--- src/rtl/cache_axi_bridge_if.sv ---
// AXI3/AXI4 master-side bus bundle for cache_axi_bridge.
// The bridge uses the master modport; the interconnect (or a bench) uses slave.
// With AXI_RESP_CHECK_EN defined, the read and write response codes are carried too.
interface cache_axi_bridge_if;
  logic [3:0]   arid;
  logic [31:0]  araddr;
  logic [7:0]   arlen;
  logic [2:0]   arsize;
  logic [1:0]   arburst;
  logic         arvalid;
  logic         arready;
  logic [31:0]  rdata;
  logic         rlast;
  logic         rvalid;
  logic         rready;
  logic [3:0]   awid;
  logic [31:0]  awaddr;
  logic [7:0]   awlen;
  logic [2:0]   awsize;
  logic [1:0]   awburst;
  logic         awvalid;
  logic         awready;
  logic [31:0]  wdata;
  logic [3:0]   wstrb;
  logic         wlast;
  logic         wvalid;
  logic         wready;
  logic         bvalid;
  logic         bready;
`ifdef AXI_RESP_CHECK_EN
  logic [1:0]   rresp;
  logic [1:0]   bresp;
`endif

  modport master (
    output arid, araddr, arlen, arsize, arburst, arvalid,
    input  arready,
    input  rdata, rlast, rvalid,
    output rready,
    output awid, awaddr, awlen, awsize, awburst, awvalid,
    input  awready,
    output wdata, wstrb, wlast, wvalid,
    input  wready,
    input  bvalid,
    output bready
`ifdef AXI_RESP_CHECK_EN
    ,
    input  rresp, bresp
`endif
  );

  modport slave (
    input  arid, araddr, arlen, arsize, arburst, arvalid,
    output arready,
    output rdata, rlast, rvalid,
    input  rready,
    input  awid, awaddr, awlen, awsize, awburst, awvalid,
    output awready,
    input  wdata, wstrb, wlast, wvalid,
    output wready,
    output bvalid,
    input  bready
`ifdef AXI_RESP_CHECK_EN
    ,
    output rresp, bresp
`endif
  );
endinterface

--- src/rtl/cache_axi_bridge.sv ---
// Cache miss interface to AXI master bridge.
// Independent read and write FSMs; a read to a line that a write is currently
// carrying (or is being accepted this cycle) is held off until the B response.
// Optional macro AXI_RESP_CHECK_EN: adds rresp/bresp on the bus bundle and a
// sticky bus_err output set by any non-OKAY response.
//
// state  | meaning
// R_IDLE | ready for a cache read request (unless hazard)
// R_AR   | read address presented, waiting for arready
// R_DATA | accepting read beats, passed straight through to the cache
// W_IDLE | ready for a cache write request
// W_AW   | write address presented, waiting for awready
// W_DATA | sending write beats from the latched line buffer
// W_RESP | waiting for the B response
module cache_axi_bridge #(
  parameter logic [3:0] AR_ID = 4'd0,
  parameter logic [3:0] AW_ID = 4'd1
) (
  input  logic         clk,
  input  logic         rst,
  input  logic         rd_req,
  input  logic [2:0]   rd_type,
  input  logic [31:0]  rd_addr,
  output logic         rd_rdy,
  output logic         ret_valid,
  output logic         ret_last,
  output logic [31:0]  ret_data,
  input  logic         wr_req,
  input  logic [2:0]   wr_type,
  input  logic [31:0]  wr_addr,
  input  logic [3:0]   wr_wstrb,
  input  logic [127:0] wr_data,
  output logic         wr_rdy,
  cache_axi_bridge_if.master axi
`ifdef AXI_RESP_CHECK_EN
  ,
  output logic         bus_err
`endif
);

  typedef enum logic [1:0] {R_IDLE, R_AR, R_DATA} r_state_t;
  typedef enum logic [1:0] {W_IDLE, W_AW, W_DATA, W_RESP} w_state_t;

  localparam logic [2:0] TYPE_LINE = 3'b100;

  r_state_t       r_state;
  w_state_t       w_state;
  logic [127:0]   wbuf;
  logic [1:0]     wcnt;
  logic [1:0]     wbase;
  logic [1:0]     widx;
  logic           hazard;

  // Byte/half/word map to their natural size; lines and unknown codes use word size.
  function automatic logic [2:0] size_of(input logic [2:0] t);
    case (t)
      3'b000, 3'b001, 3'b010: size_of = {1'b0, t[1:0]};
      default:                size_of = 3'd2;
    endcase
  endfunction

  assign axi.arid    = AR_ID;
  assign axi.arburst = 2'b01;
  assign axi.awid    = AW_ID;
  assign axi.awburst = 2'b01;

  // Read-after-write hold-off on a matching 16B line, including a write being accepted now.
  assign wr_rdy = (w_state == W_IDLE);
  assign hazard = ((w_state != W_IDLE) && (rd_addr[31:4] == axi.awaddr[31:4])) ||
                  (wr_req && wr_rdy && (rd_addr[31:4] == wr_addr[31:4]));
  assign rd_rdy = (r_state == R_IDLE) && !hazard;

  assign ret_valid = axi.rvalid && (r_state == R_DATA);
  assign ret_last  = ret_valid && axi.rlast;
  assign ret_data  = axi.rdata;

  assign widx      = wcnt + wbase;
  assign axi.wdata = wbuf[{widx, 5'b00000} +: 32];
  assign axi.wlast = axi.wvalid && (wcnt == axi.awlen[1:0]);

  // Read FSM: latch request, present AR until accepted, then pass beats through.
  always_ff @(posedge clk) begin
    if (rst) begin
      r_state     <= R_IDLE;
      axi.arvalid <= 1'b0;
      axi.rready  <= 1'b0;
      axi.araddr  <= '0;
      axi.arlen   <= '0;
      axi.arsize  <= '0;
    end else begin
      case (r_state)
        R_IDLE: begin
          if (rd_req && rd_rdy) begin
            r_state     <= R_AR;
            axi.arvalid <= 1'b1;
            if (rd_type == TYPE_LINE) begin
              axi.araddr <= {rd_addr[31:4], 4'b0000};
              axi.arlen  <= 8'd3;
              axi.arsize <= 3'd2;
            end else begin
              axi.araddr <= rd_addr;
              axi.arlen  <= 8'd0;
              axi.arsize <= size_of(rd_type);
            end
          end
        end
        R_AR: begin
          if (axi.arready) begin
            r_state     <= R_DATA;
            axi.arvalid <= 1'b0;
            axi.rready  <= 1'b1;
          end
        end
        R_DATA: begin
          if (axi.rvalid && axi.rlast) begin
            r_state    <= R_IDLE;
            axi.rready <= 1'b0;
          end
        end
        default: r_state <= R_IDLE;
      endcase
    end
  end

  // Write FSM: latch request and line buffer, AW, data beats, then B response.
  always_ff @(posedge clk) begin
    if (rst) begin
      w_state     <= W_IDLE;
      axi.awvalid <= 1'b0;
      axi.wvalid  <= 1'b0;
      axi.bready  <= 1'b0;
      axi.awaddr  <= '0;
      axi.awlen   <= '0;
      axi.awsize  <= '0;
      axi.wstrb   <= '0;
      wbuf        <= '0;
      wcnt        <= '0;
      wbase       <= '0;
    end else begin
      case (w_state)
        W_IDLE: begin
          if (wr_req && wr_rdy) begin
            w_state     <= W_AW;
            axi.awvalid <= 1'b1;
            wbuf        <= wr_data;
            wcnt        <= 2'd0;
            if (wr_type == TYPE_LINE) begin
              axi.awaddr <= {wr_addr[31:4], 4'b0000};
              axi.awlen  <= 8'd3;
              axi.awsize <= 3'd2;
              axi.wstrb  <= 4'hf;
              wbase      <= 2'd0;
            end else begin
              axi.awaddr <= wr_addr;
              axi.awlen  <= 8'd0;
              axi.awsize <= size_of(wr_type);
              axi.wstrb  <= wr_wstrb;
              wbase      <= wr_addr[3:2];
            end
          end
        end
        W_AW: begin
          if (axi.awready) begin
            w_state     <= W_DATA;
            axi.awvalid <= 1'b0;
            axi.wvalid  <= 1'b1;
          end
        end
        W_DATA: begin
          if (axi.wready) begin
            if (axi.wlast) begin
              w_state    <= W_RESP;
              axi.wvalid <= 1'b0;
              axi.bready <= 1'b1;
            end else begin
              wcnt <= wcnt + 2'd1;
            end
          end
        end
        W_RESP: begin
          if (axi.bvalid) begin
            w_state    <= W_IDLE;
            axi.bready <= 1'b0;
          end
        end
        default: w_state <= W_IDLE;
      endcase
    end
  end

`ifdef AXI_RESP_CHECK_EN
  // Sticky error flag: any non-OKAY R or B response, cleared only by reset.
  always_ff @(posedge clk) begin
    if (rst) begin
      bus_err <= 1'b0;
    end else if ((axi.rvalid && axi.rready && (axi.rresp != 2'b00)) ||
                 (axi.bvalid && axi.bready && (axi.bresp != 2'b00))) begin
      bus_err <= 1'b1;
    end
  end
`endif

endmodule

--- src/flat_wrapper.sv ---
// flat-port wrapper written by rule: the top's interface ports become plain ports
module cache_axi_bridge_flat 
#(
  parameter logic [3:0] AR_ID = 4'd0,
  parameter logic [3:0] AW_ID = 4'd1
)
  (clk, rst, rd_req, rd_type, rd_addr, rd_rdy, ret_valid, ret_last, ret_data, wr_req, wr_type, wr_addr, wr_wstrb, wr_data, wr_rdy, axi_arid, axi_araddr, axi_arlen, axi_arsize, axi_arburst, axi_arvalid, axi_arready, axi_rdata, axi_rlast, axi_rvalid, axi_rready, axi_awid, axi_awaddr, axi_awlen, axi_awsize, axi_awburst, axi_awvalid, axi_awready, axi_wdata, axi_wstrb, axi_wlast, axi_wvalid, axi_wready, axi_bvalid, axi_bready);
  cache_axi_bridge_if axi_i ();
  input  logic clk;
  input  logic rst;
  input  logic rd_req;
  input  logic [2:0] rd_type;
  input  logic [31:0] rd_addr;
  output logic rd_rdy;
  output logic ret_valid;
  output logic ret_last;
  output logic [31:0] ret_data;
  input  logic wr_req;
  input  logic [2:0] wr_type;
  input  logic [31:0] wr_addr;
  input  logic [3:0] wr_wstrb;
  input  logic [127:0] wr_data;
  output logic wr_rdy;
  output wire logic [$bits(axi_i.arid)-1:0] axi_arid;
  output wire logic [$bits(axi_i.araddr)-1:0] axi_araddr;
  output wire logic [$bits(axi_i.arlen)-1:0] axi_arlen;
  output wire logic [$bits(axi_i.arsize)-1:0] axi_arsize;
  output wire logic [$bits(axi_i.arburst)-1:0] axi_arburst;
  output wire logic [$bits(axi_i.arvalid)-1:0] axi_arvalid;
  input wire logic [$bits(axi_i.arready)-1:0] axi_arready;
  input wire logic [$bits(axi_i.rdata)-1:0] axi_rdata;
  input wire logic [$bits(axi_i.rlast)-1:0] axi_rlast;
  input wire logic [$bits(axi_i.rvalid)-1:0] axi_rvalid;
  output wire logic [$bits(axi_i.rready)-1:0] axi_rready;
  output wire logic [$bits(axi_i.awid)-1:0] axi_awid;
  output wire logic [$bits(axi_i.awaddr)-1:0] axi_awaddr;
  output wire logic [$bits(axi_i.awlen)-1:0] axi_awlen;
  output wire logic [$bits(axi_i.awsize)-1:0] axi_awsize;
  output wire logic [$bits(axi_i.awburst)-1:0] axi_awburst;
  output wire logic [$bits(axi_i.awvalid)-1:0] axi_awvalid;
  input wire logic [$bits(axi_i.awready)-1:0] axi_awready;
  output wire logic [$bits(axi_i.wdata)-1:0] axi_wdata;
  output wire logic [$bits(axi_i.wstrb)-1:0] axi_wstrb;
  output wire logic [$bits(axi_i.wlast)-1:0] axi_wlast;
  output wire logic [$bits(axi_i.wvalid)-1:0] axi_wvalid;
  input wire logic [$bits(axi_i.wready)-1:0] axi_wready;
  input wire logic [$bits(axi_i.bvalid)-1:0] axi_bvalid;
  output wire logic [$bits(axi_i.bready)-1:0] axi_bready;
  assign axi_arid = axi_i.arid;
  assign axi_araddr = axi_i.araddr;
  assign axi_arlen = axi_i.arlen;
  assign axi_arsize = axi_i.arsize;
  assign axi_arburst = axi_i.arburst;
  assign axi_arvalid = axi_i.arvalid;
  assign axi_i.arready = axi_arready;
  assign axi_i.rdata = axi_rdata;
  assign axi_i.rlast = axi_rlast;
  assign axi_i.rvalid = axi_rvalid;
  assign axi_rready = axi_i.rready;
  assign axi_awid = axi_i.awid;
  assign axi_awaddr = axi_i.awaddr;
  assign axi_awlen = axi_i.awlen;
  assign axi_awsize = axi_i.awsize;
  assign axi_awburst = axi_i.awburst;
  assign axi_awvalid = axi_i.awvalid;
  assign axi_i.awready = axi_awready;
  assign axi_wdata = axi_i.wdata;
  assign axi_wstrb = axi_i.wstrb;
  assign axi_wlast = axi_i.wlast;
  assign axi_wvalid = axi_i.wvalid;
  assign axi_i.wready = axi_wready;
  assign axi_i.bvalid = axi_bvalid;
  assign axi_bready = axi_i.bready;
  cache_axi_bridge #(.AR_ID(AR_ID), .AW_ID(AW_ID)) u_core (.clk(clk), .rst(rst), .rd_req(rd_req), .rd_type(rd_type), .rd_addr(rd_addr), .rd_rdy(rd_rdy), .ret_valid(ret_valid), .ret_last(ret_last), .ret_data(ret_data), .wr_req(wr_req), .wr_type(wr_type), .wr_addr(wr_addr), .wr_wstrb(wr_wstrb), .wr_data(wr_data), .wr_rdy(wr_rdy), .axi(axi_i));
endmodule
--- config.mk ---
export PLATFORM = sky130hd
export DESIGN_NAME = cache_axi_bridge_flat
export DESIGN_NICKNAME = d
export VERILOG_FILES = /design/src/rtl/cache_axi_bridge_if.sv /design/src/rtl/cache_axi_bridge.sv /design/src/flat_wrapper.sv
export SDC_FILE = /design/constraint.sdc
export NUM_CORES = 1
export LEC_CHECK = 0
export CAP_MARGIN = 10
export CORE_AREA = 2 2 227 117
export CTS_CLUSTER_SIZE = 28
export DETAILED_ROUTE_END_ITERATION = 7
export DIE_AREA = 0 0 229 119
export PLACE_DENSITY_LB_ADDON = 0.08
export SYNTH_ARGS = -nofsm -noshare
export SYNTH_HDL_FRONTEND = slang
export SYNTH_SLANG_ARGS = --single-unit
--- constraint.sdc ---
create_clock -name clk -period 2.1 [get_ports clk]
set_input_delay 0.21 -clock clk [delete_from_list [all_inputs] [get_ports clk]]
set_output_delay 0.21 -clock clk [all_outputs]
set_load 0.01 [all_outputs]
## After elaboration in Yosys (flattened, before gate mapping)

Index checks and enable logic that the tools add are counted.

| storage, ports and cells | value |
|---|---|
| output and inout port bits | 176 |
| input bits | 244 |
| flip-flop bits (word level) | 231 |
| word-level logic and storage cells | 118 |

| operators by class | value |
|---|---|
| reduce and logical (&&, ||, !) cells | 34 |
| multiplexer cells | 41 |
| $add $sub $neg | 2 |
| shifts and indexed selects | 1 |
| eq/ne operators | 23 |

Operators with widths:

| kind | number |
|---|---|
| indexed part select 128 x 8 -> 32 bit | 1 |
| equality test 28 bit | 2 |
| two-way mux 2 bit | 16 |
| inequality test 2 bit (second input constant) | 9 |
| nonzero test 2 bit | 7 |
| two-way mux 1 bit | 12 |
| two-way mux 4 bit | 3 |
| AND reduction 3 bit | 4 |
| AND reduction 4 bit | 3 |
| case mux 1 bit (2 select lines) | 5 |
| logical AND 1 bit | 9 |
| case mux 2 bit (4 select lines) | 1 |
| equality test 2 bit (second input constant) | 3 |
| equality test 3 x 1 -> 1 bit (second input constant) | 2 |
| equality test 3 x 2 -> 1 bit (second input constant) | 2 |
| equality test 3 bit (second input constant) | 2 |
| logical NOT 3 bit | 2 |
| two-way mux 3 bit | 2 |
| case mux 2 bit (3 select lines) | 1 |
| OR reduction 3 bit | 2 |
| AND reduction 5 bit | 1 |
| equality test 2 x 1 -> 1 bit (second input constant) | 2 |
| logical NOT 2 bit | 2 |
| case mux 2 bit (2 select lines) | 1 |
| 6 further kinds | 7 |

## Longest topological paths before layout

| depth | value |
|---|---|
| depth in word-level cells | 9 |
| mapped depth | 9 |
| gate-level depth less buffers | 7 |

## Least setup slack after synthesis

OpenSTA, ideal clock, no wires.

| timing | value |
|---|---|
| path type | reg2out |
| from | register u_core.axi.awaddr[2] (netlist name) |
| to | output axi_wdata[0] |
| required time | 1.890 ns |
| data arrival time | 2.104 ns |
| buffers on the path | 3 |
| stages on the path, launching flop included | 6 |
| path slack | -0.214 ns |
| cells stage by stage | dfxtp_1 > ha_1 > clkbuf_1 > clkbuf_1 > clkbuf_1 > mux4_2 |

RTL lines:

| item | line | source |
|---|---|---|
| end, declared | flat_wrapper.sv:42 | `output wire logic [$bits(axi_i.wdata)-1:0] axi_wdata;` |

## Worst setup path after layout

| timing | value |
|---|---|
| from | register u_core.axi.awaddr[26] |
| to | output rd_rdy |

| between the ends | value |
|---|---|
| longest elaborated chain between the ends | 5 |

Ends and longest elaborated chain:

| item | line | source |
|---|---|---|
| start, declared | cache_axi_bridge_if.sv:40 | `output awid, awaddr, awlen, awsize, awburst, awvalid,` |
| start signal, assigned | cache_axi_bridge.sv:148 | `axi.awaddr <= {wr_addr[31:4], 4'b0000};` |
| start signal, assigned | cache_axi_bridge.sv:154 | `axi.awaddr <= wr_addr;` |
| equality test 28 bit | cache_axi_bridge.sv:69 | `assign hazard = ((w_state != W_IDLE) && (rd_addr[31:4] == axi.awaddr[31:4])) \|\|` |
| logical AND 1 bit | cache_axi_bridge.sv:69 |  |
| logical OR 1 bit | cache_axi_bridge.sv:69 |  |
| logical NOT 1 bit | cache_axi_bridge.sv:71 | `assign rd_rdy = (r_state == R_IDLE) && !hazard;` |
| logical AND 1 bit | cache_axi_bridge.sv:71 |  |
| end, declared | flat_wrapper.sv:14 | `output logic rd_rdy;` |

Every way passes these cells.

==> key figures <==
Status
  • Outcome: complete, but fails checks
  • Failing checks: negative setup slack

Worst setup path
  • Crit path DAT: 2.42 ns
  • CP startpoint kind: flip-flop
  • CP startpoint: u_core.axi.awaddr[26]
  • Critical Path End: rd_rdy
  • Cell family with most CP delay: simple AND/OR/NAND/NOR gates
  • Worst-path fanout max: 2
  • R2R Setup Slk: -0.36 ns
  • WP data required: 1.89 ns
  • R2R Path Start: u_core.axi.awaddr[26]
  • CP peak stage delay: 0.56 ns
  • WP depth: 8
  • Critical R2R Capture: u_core.axi.araddr[20]
  • Critical Path, Cell by Cell: xor2_4, nor4_2, buf_4, nand4_1, or4_4, o21ai_2, nor3_2, buf_2
  • Critical path class: reg -> out
  • Worst path slowest cell: or4_4
  • FF-to-FF path depth: 9
  • Crit end category: output port
  • CP bufs+invs: 2

Final layout
  • Post-route cell area: 0.01493 mm²
  • Layout cells sized above 1: 15.78%
  • Layout Nets: 1744
  • Layout area overhead: 53.26%
  • Fillers: 2358

Clocking
  • Num CTS Buffers: 21
  • Post-cts hold buffer count: 0
  • H-tree levels: 1
  • CTS Buffer Depth: 3
  • Reg clk slew, reported paths: 0.07 ns
  • Root Buffer: clkbuf_16
  • TritonCTS clock tree: built
  • Worst-Skew Late Latency: 0.53 ns
  • Sink Count: 213

Detailed routing
  • ANT nets after route: 0
  • Vias: 8989
  • DR WL/cell: 18.03 µm
  • DR pass1 iterations: 5
  • DRC Markers: 0
  • DR iter-0 viols: 540
  • Via-to-Cell Ratio: 4.828
  • Total wire length: 33580 µm

Yosys
  • Yosys cell types: 42
  • Simple-Gate Fraction of Synth Area: 20.55%
  • Main combinational cell family by area after synthesis: simple AND/OR/NAND/NOR gates
  • Async S/R FF share, synth: 0%
  • Synth Flop Type: dfxtp_1
  • Post-synthesis adder-cell area fraction: 0.7707%
  • Post-synth EDFFs: 0
  • Average size of a mapped cell: 8.567 µm²
  • Complex-gate fraction of the synthesized area: 10.04%
  • Xor/xnor share of the synthesized area: 5.215%
  • Yosys reg bits: 213
  • Synth warn: 0
  • Synth Instances: 1137
  • Mux contribution to synthesized area: 11.20%
  • Post-synthesis sequential area ratio: 43.78%
  • Post-Syn Area: 0.009741 mm²

STA
  • F_max: 380.2 MHz
  • Slew Limit Fails: 0
  • Setup TNS: -26.01 ns
  • Final setup viols: 70
  • PnR worst setup slack: -0.5302 ns
  • Clock skew: 0.03333 ns
  • Fin crit period: 2.630 ns
  • Final period util: 125.2%
  • RSZ-0062 raised after global routing: yes
  • Fin. Hold Viols: 0

Global routing
  • GR Overflow Total: 0
  • Total track usage: 24.12%
  • First-pass GRT wire length: 51350 µm
  • Busiest grt layer: met1
  • Vias in the first global route: 8851
  • Met1 Resource Use GR: 35.61%
  • Met2 Usage GRT: 35.53%
  • Largest net degree at the start of global routing: 64
  • Grt met3 use: 6.202%
  • Initial antenna violation count: 3

Floorplanning
  • Core ar.: 0.02564 mm²
  • IO Pins: 420
  • Initial Util: 37.98%
  • Die area: 0.02725 mm²
  • Row count: 42
  • Die H: 119 µm
  • Width of the die: 229 µm

Power and ir drop
  • Pwr Total: 13.89 mW
  • Cell Pwr Density: 930.7 mW/mm²
  • Worst vdd ir: 441.4 µV
  • Leakage: 5.847 nW

Flow run
  • Max-cap violations: 0

Hold path
  • HP Class: in -> reg

Place
  • Final HPWL DP: 24190 µm
  • Gpl congestion: 0.8736
  • Placed cell areas: 0.01375 mm²
  • Number of port buffers: 329
synthesized netlist by cell type, types with 2 or more instances:
library cell / n / area, µm²
a211oi_1: 2 / 15.01
a21oi_1: 163 / 815.8
a22oi_1: 6 / 45.04
buf_1: 4 / 15.01
buf_12: 3 / 60.06
buf_2: 3 / 15.01
buf_4: 60 / 450.4
clkbuf_1: 65 / 244.0
conb_1: 2 / 7.510
dfxtp_1: 213 / 4264
ha_1: 6 / 75.07
inv_1: 5 / 18.77
mux2i_1: 37 / 370.4
mux4_2: 32 / 720.7
nand2_1: 328 / 1231
nand2b_1: 60 / 375.4
nand3b_1: 2 / 15.01
nand4_1: 6 / 37.54
nor2_1: 29 / 108.9
nor3_1: 13 / 65.06
nor3b_1: 3 / 22.52
nor4_1: 9 / 56.30
o2111a_1: 2 / 22.52
o21a_1: 2 / 15.01
o21ai_0: 5 / 25.02
or2b_1: 5 / 37.54
xnor2_1: 16 / 140.1
xor2_1: 42 / 367.9
layer usage:
metal | share of wire [%] | routed length, µm
met1 | 49 | 16410
met2 | 43 | 14290
met3 | 7.0 | 2363
met4 | 1.5 | 514
met5 | 0 | 0
kinds of logic (layout without fill, tap and decap cells):
| group | count (synthesis) | in the layout |
|---|---|---|
| simple gates | 463 | 463 |
| flops | 213 | 213 |
| compound gates | 185 | 185 |
| buf+inv | 141 | 488 |
| mux | 69 | 69 |
| xor+xnor | 58 | 58 |
| fa+ha+maj | 6 | 6 |
| other cells | 2 | 28 |
metrics by stage:
step                      util (%)  worst slack [ns]  cells  hold slack (ns)
after floorplan                  -         0.0003242   1161           0.3460
after global placement       53.63            -1.103   1809           0.4201
after detailed placement     53.63            -1.103   1809           0.4201
after CTS                    57.94           -0.6122   1862          0.06585
after global routing         58.21           -0.5913   1862           0.1063
final                        58.21           -0.5302   1862          0.09667
worst register-to-register path, cell delays in order (launching register included):
cell and delay (ns):
dfxtp_2 0.35, xor2_4 0.17, nor4_2 0.28, buf_4 0.16, nand4_1 0.10, or4_4 0.56
o2111a_2 0.28, buf_12 0.20, buf_16 0.14, mux2i_1 0.11
where the power goes:
| group | leakage, nW | switching (mW) | internal, mW |
|---|---|---|---|
| sequential | 1.75 | 0.363 | 4.65 |
| clock | 0.334 | 1.68 | 2.27 |
| combinational | 3.76 | 2.43 | 2.49 |
area by class of cell:
class                      instances  area [µm²]  area share [%]
antenna                            2       5.005         0.03353
clock buffer                      29       565.5           3.788
clock inverter                     8       125.1          0.8382
inverter                           5       18.77          0.1257
multi-input combinational        807        4902           32.84
sequential                       213        4272           28.61
tap                              352       440.4           2.950
timing repair buffer             446        4599           30.81
state kept, by name, indices dropped and copies added (netlist names), 2 cells and up:
name,cells
u_core.axi.araddr,32
u_core.axi.arsize,2
u_core.axi.awaddr,32
u_core.axi.awsize,2
u_core.axi.wstrb,4
u_core.r_state,2
u_core.w_state,2
u_core.wbuf,128
u_core.wcnt,2
layout by cell type, fill, tap and decap left out, types with 8 or more instances in the layout:
cell / synthesis / final
a21oi_1: 163 / 163
buf_12: 3 / 19
buf_16: 0 / 8
buf_4: 60 / 83
buf_6: 1 / 32
clkbuf_16: 0 / 21
clkdlybuf4s50_1: 0 / 293
conb_1: 2 / 26
dfxtp_1: 213 / 207
mux2i_1: 37 / 37
mux4_2: 32 / 32
nand2_1: 328 / 327
nand2b_1: 60 / 60
nor2_1: 29 / 29
nor3_1: 13 / 10
xnor2_1: 16 / 15
xor2_1: 42 / 39
repair_timing:
item / 4_1_cts / 5_1_grt
cloned: 9 / 0
pin swaps: 5 / 6
gates resized for setup: 188 / 26
setup endpoints to repair: 108 / 128
buffers inserted: 8 / 0
worst min path at each step:
stage / startpoint / to / slack, ns / depth (start not counted)
final: rst / u_core.wcnt[0] / 0.1 / 2
after global routing: rst / u_core.w_state[1] / 0.11 / 2
after CTS: rst / u_core.r_state[1] / 0.07 / 2
after detailed placement: axi_rdata[12] / ret_data[12] / 0.42 / 0
after global placement: axi_rdata[12] / ret_data[12] / 0.42 / 0
after floorplan: wr_data[0] / u_core.wbuf[0] / 0.35 / 2
Note: power is estimated with default switching activity, not from simulation.
